--- src/rtl/alu_pipe.sv ---
// ---------------------------------------------------------------------------
// alu_pipe
//
// Pipelined integer execution unit. One operation per cycle is accepted from
// the reservation station over a valid/ready handshake. The result is
// computed combinationally on entry to stage 0 and registered there. Later
// stages only carry {valid, result, tag} towards the CDB, so the
// issue-to-result latency is STAGES cycles.
//
// Parameters
//   XLEN    operand/result width (8..64, power of two)
//   TAG_W   ROB tag width
//   STAGES  pipeline depth = issue-to-result latency (1..4)
//
// Ports
//   clk_in      clock
//   rst_in      synchronous active-high reset, overrides rdy_in
//   rdy_in      global enable; low freezes every register
//   flush_in    misprediction rollback, kills every in-flight op
//   in_valid    issue request from the reservation station
//   in_ready    unit accepts an op this cycle
//   in_op       operation code (0..15)
//   in_op1      operand 1
//   in_op2      operand 2
//   in_tag      ROB tag travelling with the op
//   out_valid   result available for the CDB
//   out_ready   CDB grant
//   out_result  result of the oldest op
//   out_tag     ROB tag of that result
//   busy        some stage holds a valid op
// ---------------------------------------------------------------------------
module alu_pipe #(
    parameter int XLEN   = 32,
    parameter int TAG_W  = 4,
    parameter int STAGES = 2
) (
    input  logic             clk_in,
    input  logic             rst_in,
    input  logic             rdy_in,
    input  logic             flush_in,
    input  logic             in_valid,
    output logic             in_ready,
    input  logic [3:0]       in_op,
    input  logic [XLEN-1:0]  in_op1,
    input  logic [XLEN-1:0]  in_op2,
    input  logic [TAG_W-1:0] in_tag,
    output logic             out_valid,
    input  logic             out_ready,
    output logic [XLEN-1:0]  out_result,
    output logic [TAG_W-1:0] out_tag,
    output logic             busy
);

    localparam int SHW = $clog2(XLEN);

    logic [STAGES-1:0] stageValid_q;
    logic [STAGES-1:0] stageValid_d;
    logic [XLEN-1:0]   stageResult_q [STAGES];
    logic [XLEN-1:0]   stageResult_d [STAGES];
    logic [TAG_W-1:0]  stageTag_q [STAGES];
    logic [TAG_W-1:0]  stageTag_d [STAGES];

    logic [STAGES-1:0] advance;
    logic              chainGo;
    logic              stage0Free;
    logic              accept;
    logic [SHW-1:0]    shiftAmount;
    logic [XLEN-1:0]   aluResult;

    // The ALU proper. Only the low log2(XLEN) bits of op2 select the shift
    // distance. Compares return a single flag in bit 0 with the upper bits
    // zero. Op code 15 is reserved and produces zero.
    always_comb begin
        shiftAmount = in_op2[SHW-1:0];
        aluResult   = '0;
        case (in_op)
            4'd0:    aluResult = in_op1 + in_op2;
            4'd1:    aluResult = in_op1 - in_op2;
            4'd2:    aluResult = in_op1 & in_op2;
            4'd3:    aluResult = in_op1 | in_op2;
            4'd4:    aluResult = in_op1 ^ in_op2;
            4'd5:    aluResult = in_op1 << shiftAmount;
            4'd6:    aluResult = in_op1 >> shiftAmount;
            4'd7:    aluResult = $unsigned($signed(in_op1) >>> shiftAmount);
            4'd8:    aluResult = {{(XLEN-1){1'b0}}, $signed(in_op1) < $signed(in_op2)};
            4'd9:    aluResult = {{(XLEN-1){1'b0}}, in_op1 < in_op2};
            4'd10:   aluResult = {{(XLEN-1){1'b0}}, in_op1 == in_op2};
            4'd11:   aluResult = {{(XLEN-1){1'b0}}, in_op1 != in_op2};
            4'd12:   aluResult = {{(XLEN-1){1'b0}}, $signed(in_op1) >= $signed(in_op2)};
            4'd13:   aluResult = {{(XLEN-1){1'b0}}, in_op1 >= in_op2};
            4'd14:   aluResult = in_op2;
            default: aluResult = '0;
        endcase
    end

    // Backpressure chain, walked from the output end back towards stage 0.
    // A stage moves on when it holds an op and whatever is downstream of it
    // will make room this cycle (the CDB grant for the last stage, otherwise
    // an empty or itself-advancing next stage). What is left in chainGo at
    // the end tells whether stage 0 can take a new op, which is why in_ready
    // follows out_ready combinationally through a full pipe.
    always_comb begin
        advance = '0;
        chainGo = out_ready;
        for (int k = STAGES - 1; k >= 0; k--) begin
            advance[k] = stageValid_q[k] && chainGo;
            chainGo    = !stageValid_q[k] || advance[k];
        end
        stage0Free = chainGo;
    end

    assign in_ready = rdy_in && !flush_in && stage0Free;
    assign accept   = in_valid && in_ready;

    // Next-state for every stage. With rdy_in low nothing moves at all,
    // flush included. A flush only clears the valid bits; the stale payload
    // left behind is never presented because out_valid stays low. Each
    // stage either loads from the stage before it, empties because its op
    // moved on, or holds.
    always_comb begin
        stageValid_d  = stageValid_q;
        stageResult_d = stageResult_q;
        stageTag_d    = stageTag_q;
        if (rdy_in) begin
            if (flush_in) begin
                stageValid_d = '0;
            end else begin
                for (int k = STAGES - 1; k >= 1; k--) begin
                    if (advance[k-1]) begin
                        stageValid_d[k]  = 1'b1;
                        stageResult_d[k] = stageResult_q[k-1];
                        stageTag_d[k]    = stageTag_q[k-1];
                    end else if (advance[k]) begin
                        stageValid_d[k] = 1'b0;
                    end
                end
                if (accept) begin
                    stageValid_d[0]  = 1'b1;
                    stageResult_d[0] = aluResult;
                    stageTag_d[0]    = in_tag;
                end else if (advance[0]) begin
                    stageValid_d[0] = 1'b0;
                end
            end
        end
    end

    // Stage registers. Reset clears the payload as well as the valid bits
    // so that out_result and out_tag read zero straight after reset.
    always_ff @(posedge clk_in) begin
        if (rst_in) begin
            stageValid_q <= '0;
            for (int k = 0; k < STAGES; k++) begin
                stageResult_q[k] <= '0;
                stageTag_q[k]    <= '0;
            end
        end else begin
            stageValid_q  <= stageValid_d;
            stageResult_q <= stageResult_d;
            stageTag_q    <= stageTag_d;
        end
    end

    assign out_valid  = stageValid_q[STAGES-1];
    assign out_result = stageResult_q[STAGES-1];
    assign out_tag    = stageTag_q[STAGES-1];
    assign busy       = |stageValid_q;

endmodule

--- config.mk ---
export PLATFORM = sky130hd
export DESIGN_NAME = alu_pipe
export DESIGN_NICKNAME = d
export VERILOG_FILES = /design/src/rtl/alu_pipe.sv
export SDC_FILE = /design/constraint.sdc
export NUM_CORES = 1
export LEC_CHECK = 0
export CAP_MARGIN = 20
export CORE_ASPECT_RATIO = 1.4
export CORE_UTILIZATION = 36
export CTS_CLUSTER_DIAMETER = 200
export CTS_CLUSTER_SIZE = 24
export DETAILED_ROUTE_END_ITERATION = 7
export PLACE_DENSITY = 0.52
export RECOVER_POWER = 100
export SYNTH_ARGS = -nofsm -noshare
export SYNTH_HDL_FRONTEND = slang
export SYNTH_SLANG_ARGS = --single-unit
--- constraint.sdc ---
create_clock -name clk_in -period 12.5 [get_ports clk_in]
set_clock_uncertainty 0.2 [all_clocks]
set_input_delay 1.875 -clock clk_in [delete_from_list [all_inputs] [get_ports clk_in]]
set_output_delay 1.875 -clock clk_in [all_outputs]
set_load 0.01 [all_outputs]
==> impl_summary.log, run 1 <==
[metrics] run status: finished with violations
[metrics] failing checks: capacitance limit, slew limit
[metrics] initial antenna violation count: 1
[metrics] kind of start point of the critical path: input pin
[metrics] critical path data arrival time: 8.98 ns
[metrics] crit end category: flip-flop
[metrics] Max Transition Viols Final: 129
[metrics] Max transition margin: -68.5%
[metrics] via count of the first global-routing pass: 13000
[metrics] GP Congestion: 0.982
[metrics] Avg WL per Cell: 26.4 um
[metrics] starting DRC count in detailed routing: 1340
[metrics] 1st-pass router iterations: 7
[metrics] area growth from synthesis to layout: 12.3%
[metrics] remaining number of nets flagged by the antenna check after routing: 0
[metrics] maximum fanout count along the critical path: 48
[metrics] power per cell area: 74.6 nW/um^2
[metrics] share of Yosys cell area claimed by the top area cell type: 12.6%
[metrics] Final Total Pwr: 0.987 mW
[metrics] WP buf/inv: 2
[metrics] worst min path class: flip-flop to flip-flop
[metrics] clock transition at the register clock pins on the worst setup and hold paths after CTS: 0.06 ns
[metrics] # nets final: 1844
[metrics] first-pass GRT wire length: 83000 um
[metrics] leading cell types by total area after synthesis: sky130_fd_sc_hd__dfxtp_1 13%, sky130_fd_sc_hd__ha_1 11%, sky130_fd_sc_hd__a21oi_1 8.0%
[metrics] ratio of cells with drive above 1 in the final layout: 7.67%
[metrics] count of mapped cells out of synthesis: 1672
[metrics] worst voltage drop across the vdd grid: 0.0721 mV
[metrics] cell chain of the critical path: clkbuf_1 > clkbuf_1 > ha_1 > nor2_1 > o311a_1 > o311ai_0 > o21ai_0 > a21oi_1 > o22a_1 > a21oi_1 > a2111oi_0 > o21ai_0
[metrics] number of vias in the routed layout: 13200
[metrics] number of ports placed on the die boundary: 117
[metrics] static leakage: 5.31 nW
[metrics] most used standard cells in the synthesized netlist: 239 x sky130_fd_sc_hd__nand2_1, 189 x sky130_fd_sc_hd__a21oi_1, 132 x sky130_fd_sc_hd__nor2_1
[metrics] Resize count post-CTS: 0
[metrics] number of diodes: 0
[metrics] pin count of the biggest net entering global routing: 80
[metrics] H-tree levels: 3
[metrics] chip width: 155 um
[metrics] largest area contributor in the netlist: sky130_fd_sc_hd__dfxtp_1
[metrics] number of buffers inserted during clock tree synthesis: 9
[metrics] clock tree sinks: 74
[metrics] TritonCTS clock tree: done
[metrics] buffer type at the clock tree root: sky130_fd_sc_hd__clkbuf_16
[metrics] Post-CTS Hold Fix Bufs: 0
[metrics] latest clock arrival within the worst-skew pair: 0.34 ns
[metrics] final wirelength: 55700 um
[metrics] row count: 78
[metrics] total placed cells including tap cells: 2093
[metrics] peak clock frequency supported by timing: 0.111 GHz
[metrics] Tcrit/Tclk final: 72.0%
[metrics] async set-or-reset flop fraction in the synthesized netlist: 0%
[metrics] Tot GR Track Use: 33.1%
[metrics] Die Footprint: 33500 um^2
[metrics] count of flip-flops with a built-in enable after synthesis: 0
[metrics] largest buffer count on any clock path: 2
[metrics] final setup violation count: 0
[metrics] register-to-register setup slack: 8.90 ns
[metrics] cell area after synthesis: 11800 um^2
[metrics] Setup Total Neg Slack: 0 ns
[metrics] Crit path largest cell delay: 1.90 ns
[metrics] number of max-capacitance violations reported: 3
[metrics] final hold viol count: 0
[metrics] total nets after synthesis: 1852
[metrics] DRC Markers: 0
[metrics] most common flop cell mapped by yosys: sky130_fd_sc_hd__dfxtp_1
[metrics] crit path max-delay cell type: sky130_fd_sc_hd__clkbuf_1
[metrics] delay-heaviest family, CP: buffers and inverters
[metrics] Seq/Total Area, Yosys: 12.6%
[metrics] WS Path Type: input pin to flip-flop
[metrics] initial cell density of the core: 36.5%
[metrics] post-CTS setup-driven buffer insertion count: 0
[metrics] RSZ-0062 raised after global routing: no
[metrics] minimum clock period: 8.99 ns
[metrics] count of warnings emitted by yosys: 0
[metrics] Worst-Margin Slew: 2.53 ns
[metrics] Hold WS: 0.248 ns
[metrics] GRT overflow: 0
[metrics] IO buf count: 116
[metrics] Via-to-Cell Ratio: 6.28
[metrics] final std cells w/o fill: 2109
[metrics] area inside the core boundary: 32300 um^2
[metrics] worst endpoint required time: 12.48 ns
[metrics] die height: 216 um
[metrics] average size of a mapped cell: 7.04 um^2
[metrics] cell with the most instances after synthesis: sky130_fd_sc_hd__nand2_1
[metrics] number of synthesized register bits: 74
[metrics] placed wire-length estimate after detailed placement: 43600 um
[metrics] count of distinct cell types in the synthesized netlist: 77
==> metal layers <==
| layer | wire length [um] | global-route usage [%] | share of wire [%] | vias to the layer above |
|---|---|---|---|---|
| met5 | 11 | 0 | 0.020 | - |
| met3 | 3130 | 3.55 | 5.6 | 153 |
| li1 | - | - | - | 6086 |
| met1 | 22400 | 39.6 | 40 | 6377 |
| met4 | 3290 | 18.5 | 5.9 | 2 |
| met2 | 26800 | 57.2 | 48 | 629 |
==> path summary, 6_finish.rpt <==
check	from	depth (start not counted)	endpoint
max	in_op2[0]	12	stageResult_q[49]
min	stageTag_q[5]	2	out_tag[1]
max reg2reg	stageValid_q[1]	6	stageResult_q[49]
min reg2reg	stageTag_q[5]	2	out_tag[1]
==> worst reg2reg max path, stage by stage, from the launching register on <==
cell	delay (ns)
sky130_fd_sc_hd__dfxtp_1	0.39
sky130_fd_sc_hd__nor2b_1	0.28
sky130_fd_sc_hd__a21o_1	0.16
sky130_fd_sc_hd__clkbuf_1	1.03
sky130_fd_sc_hd__nor2_1	0.60
sky130_fd_sc_hd__nand2b_1	0.62
sky130_fd_sc_hd__o21ai_0	0.17
==> sequential cells by signal, indices dropped and copies added (netlist names) <==
name,flops
stageResult_q,32
out_result,32
out_tag,4
stageTag_q,4
stageValid_q,2
==> logic make-up (layout without fill, tap and decap cells) <==
logic type / count (synthesis) / count (layout) / synth area share [%]
AND/OR/NAND/NOR: 515 / 515 / 19.4
multiplexers: 115 / 115 / 13.1
flip-flops: 74 / 74 / 12.6
adder cells (fa/ha/maj): 102 / 102 / 11.0
XOR/XNOR: 14 / 14 / 1.04
buffers and inverters: 263 / 260 / 9.79
AO/OA/AOI/OAI: 589 / 589 / 33.2
==> where the power goes <==
part	switching, mW	total, mW	internal, mW	leakage, nW
Sequential	0.00255	0.243	0.240	0.598
Clock	0.105	0.265	0.160	0.149
Combinational	0.312	0.480	0.167	4.56
Total	0.419	0.987	0.568	5.31
==> layout by cell type (no fill, tap or decap), drive strengths merged, types with 9 or more instances in the layout <==
master         netlist  layout
nor2b               14      14
nor4                11      11
o211ai              29      29
a22o                10      10
a22oi               16      16
nand3               27      27
nor2               132     132
o31ai               19      19
dlygate4sd3          0      41
buf                 61      31
nor3                21      21
mux2                31      31
nand2b              16      16
clkdlybuf4s50        0      70
nand2              239     239
a21o                15      15
and3                 9       9
inv                 97      98
o21bai              10      10
a31oi               11      11
clkbuf             104      14
o21ai              107     107
mux4                27      27
a211oi              25      25
o221ai              14      14
o22ai               14      14
xnor2               10      10
mux2i               57      57
dfxtp               74      74
ha                 100     100
a221oi              24      24
a221o               12      12
o2111ai             15      15
a21oi              189     189
nand4               12      12
==> area by class of cell <==
class / count / area [um^2]
tap: 440 / 551
fill: 3473 / 19100
multi-input combinational: 1335 / 9180
inverter: 98 / 368
clock inverter: 6 / 65.1
timing repair buffer: 146 / 1350
clock buffer: 10 / 239
sequential: 74 / 1480
==> metrics by stage <==
step	setup WS [ns]	util (%)	cell area [um^2]
after CTS	6.22	41.0	13200
after global routing	2.92	40.9	13200
after floorplan	6.72	-	11800
final	3.51	40.9	13200
after detailed placement	5.88	40.1	12900
after global placement	6.05	40.0	12900
Note: power is estimated with default switching activity, not from simulation.
==> run 2, diff against run 1 <==
- clock period: 12.5 -> 8.85 ns (I/O delays scaled with it)
==> run 2 against run 1 <==
  * Utilization barely moved
  * Critical endpoint is now stageResult_q[62]
  * Die area did not move
  * Worst setup slack got worse by 0.95 ns
  * Final cell count did not move
  * Critical path depth fell by 1
  * Design area barely moved
  * Critical path type unchanged
  * The flow still finishes with violations (capacitance limit, slew limit)
  * Power rose by 43%
  * Sequential share of layout area barely moved
  * Largest cell class unchanged
==> impl_summary.log, run 2 (synthesis gave the netlist of run 1 again) <==
[metrics] register cell area after layout: 1480 um^2
[metrics] chip width: 155 um
[metrics] number of ports placed on the die boundary: 117
[metrics] Via-to-Cell Ratio: 6.30
[metrics] number of buffers inserted during clock tree synthesis: 9
[metrics] first-pass GRT wire length: 82900 um
[metrics] final wirelength: 55600 um
[metrics] source of the critical timing path: in_op2[0]
[metrics] run status: finished with violations
[metrics] clock tree sinks: 74
[metrics] GRT overflow: 0
[metrics] IO buf count: 116
[metrics] failing checks: capacitance limit, slew limit
[metrics] number of max-capacitance violations reported: 2
[metrics] die height: 216 um
[metrics] Avg WL per Cell: 26.4 um
[metrics] buffer type at the clock tree root: sky130_fd_sc_hd__clkbuf_16
[metrics] remaining number of nets flagged by the antenna check after routing: 0
[metrics] minimum clock period: 6.29 ns
[metrics] static leakage: 5.32 nW
[metrics] beginning of the worst hold path: out_result[6]
[metrics] worst voltage drop across the vdd grid: 0.108 mV
[metrics] H-tree levels: 3
[metrics] Post-CTS Hold Fix Bufs: 0
[metrics] 1st-pass router iterations: 6
[metrics] final setup violation count: 0
[metrics] maximum fanout count along the critical path: 62
[metrics] Tcrit/Tclk final: 71.1%
[metrics] initial cell density of the core: 36.5%
[metrics] final hold viol count: 0
[metrics] Setup Total Neg Slack: 0 ns
[metrics] Tot GR Track Use: 33.1%
[metrics] starting DRC count in detailed routing: 1314
[metrics] largest buffer count on any clock path: 2
[metrics] critical path data arrival time: 6.33 ns
[metrics] area growth from synthesis to layout: 12.4%
[metrics] worst flop-to-flop path startpoint: stageValid_q[1]
[metrics] number of diodes: 0
[metrics] crit end category: flip-flop
[metrics] RSZ-0062 raised after global routing: no
[metrics] met2 track utilization from global routing: 56.2%
[metrics] DP Area: 12900 um^2
[metrics] Worst-Margin Slew: 1.59 ns
[metrics] placed wire-length estimate after detailed placement: 43600 um
[metrics] met3 track demand over resource: 3.90%
[metrics] power per cell area: 107 nW/um^2
[metrics] post-CTS setup-driven buffer insertion count: 0
[metrics] latest clock arrival within the worst-skew pair: 0.34 ns
[metrics] layout filler cell count: 3491
[metrics] Max transition margin: -6.31%
[metrics] peak clock frequency supported by timing: 0.159 GHz
[metrics] pin count of the biggest net entering global routing: 80
[metrics] met1 demand-to-capacity share in global routing: 40.5%
[metrics] kind of start point of the critical path: input pin
[metrics] number of vias in the routed layout: 13300
[metrics] WS Path Type: input pin to flip-flop
[metrics] via count of the first global-routing pass: 12600
[metrics] ratio of cells with drive above 1 in the final layout: 7.37%
[metrics] DRC Markers: 0
[metrics] area inside the core boundary: 32300 um^2
[metrics] Resize count post-CTS: 0
[metrics] worst endpoint required time: 8.89 ns
[metrics] GP Congestion: 0.978
[metrics] most frequent cells in the layout: 239 x sky130_fd_sc_hd__nand2_1, 189 x sky130_fd_sc_hd__a21oi_1, 131 x sky130_fd_sc_hd__nor2_1
[metrics] TritonCTS clock tree: done
[metrics] Die Footprint: 33500 um^2
[metrics] Most Used Layer, Global Route: met2
[metrics] initial antenna violation count: 1
[metrics] # nets final: 1844
[metrics] worst min path class: flip-flop to flip-flop
[metrics] row count: 78
[metrics] fin area: 13200 um^2
[metrics] area occupied by multi-input gates: 9170 um^2
[metrics] clock transition at the register clock pins on the worst setup and hold paths after CTS: 0.06 ns
[metrics] Max Transition Viols Final: 66
[metrics] commonest non-fill, non-tap cell in the layout: sky130_fd_sc_hd__nand2_1
[run 2: metal layers]
| metal | vias to the layer above | wire [um] |
|---|---|---|
| li1 | 6077 | - |
| met1 | 6432 | 21900 |
| met2 | 661 | 26900 |
| met3 | 123 | 3710 |
| met4 | 2 | 3060 |
| met5 | - | 12 |
[run 2: final timing paths]
kind	to	slack (ns)	depth (start not counted)
min	out_result[6]	0.25	2
min reg2reg	out_result[6]	0.25	2
max	stageResult_q[62]	2.56	11
max reg2reg	stageResult_q[58]	5.11	8
[run 2: layout make-up]
class | count | share of cell area [%]
flip-flops and latches | 74 | 11.2
clock inverters | 6 | 0.690
well taps | 440 | 4.16
repair buffers | 146 | 10.2
clock buffers | 10 | 1.73
inverters | 98 | 2.78
multi-input cells | 1335 | 69.3
[run 2: through the flow]
stage	setup WS [ns]	power [mW]	hold slack, ns	util (%)	std cells
floorplan	3.62	0.762	0.225	-	1672
global route	2.34	1.48	0.263	41.0	2109
detailed placement	2.84	1.01	0.242	40.1	2093
CTS	3.18	1.41	0.251	41.1	2109
global placement	2.94	1.01	0.237	40.0	2092
finish	2.56	1.41	0.247	41.0	2109
[run 2: power by group]
group          total, mW  switching (mW)  internal (mW)
combinational      0.675           0.440          0.235
sequential         0.343         0.00376          0.339
clock              0.395           0.147          0.248
[run 2: critical path, cell delays in order]
cell,delay [ns]
sky130_fd_sc_hd__clkbuf_1,1.13
sky130_fd_sc_hd__buf_4,0.83
sky130_fd_sc_hd__mux2_2,0.41
sky130_fd_sc_hd__mux4_2,0.59
sky130_fd_sc_hd__mux2_4,0.32
sky130_fd_sc_hd__and3_4,0.18
sky130_fd_sc_hd__a311oi_1,0.65
sky130_fd_sc_hd__nand2_1,0.20
sky130_fd_sc_hd__a2111oi_4,0.37
sky130_fd_sc_hd__o21ai_1,0.10
sky130_fd_sc_hd__and3_1,0.19
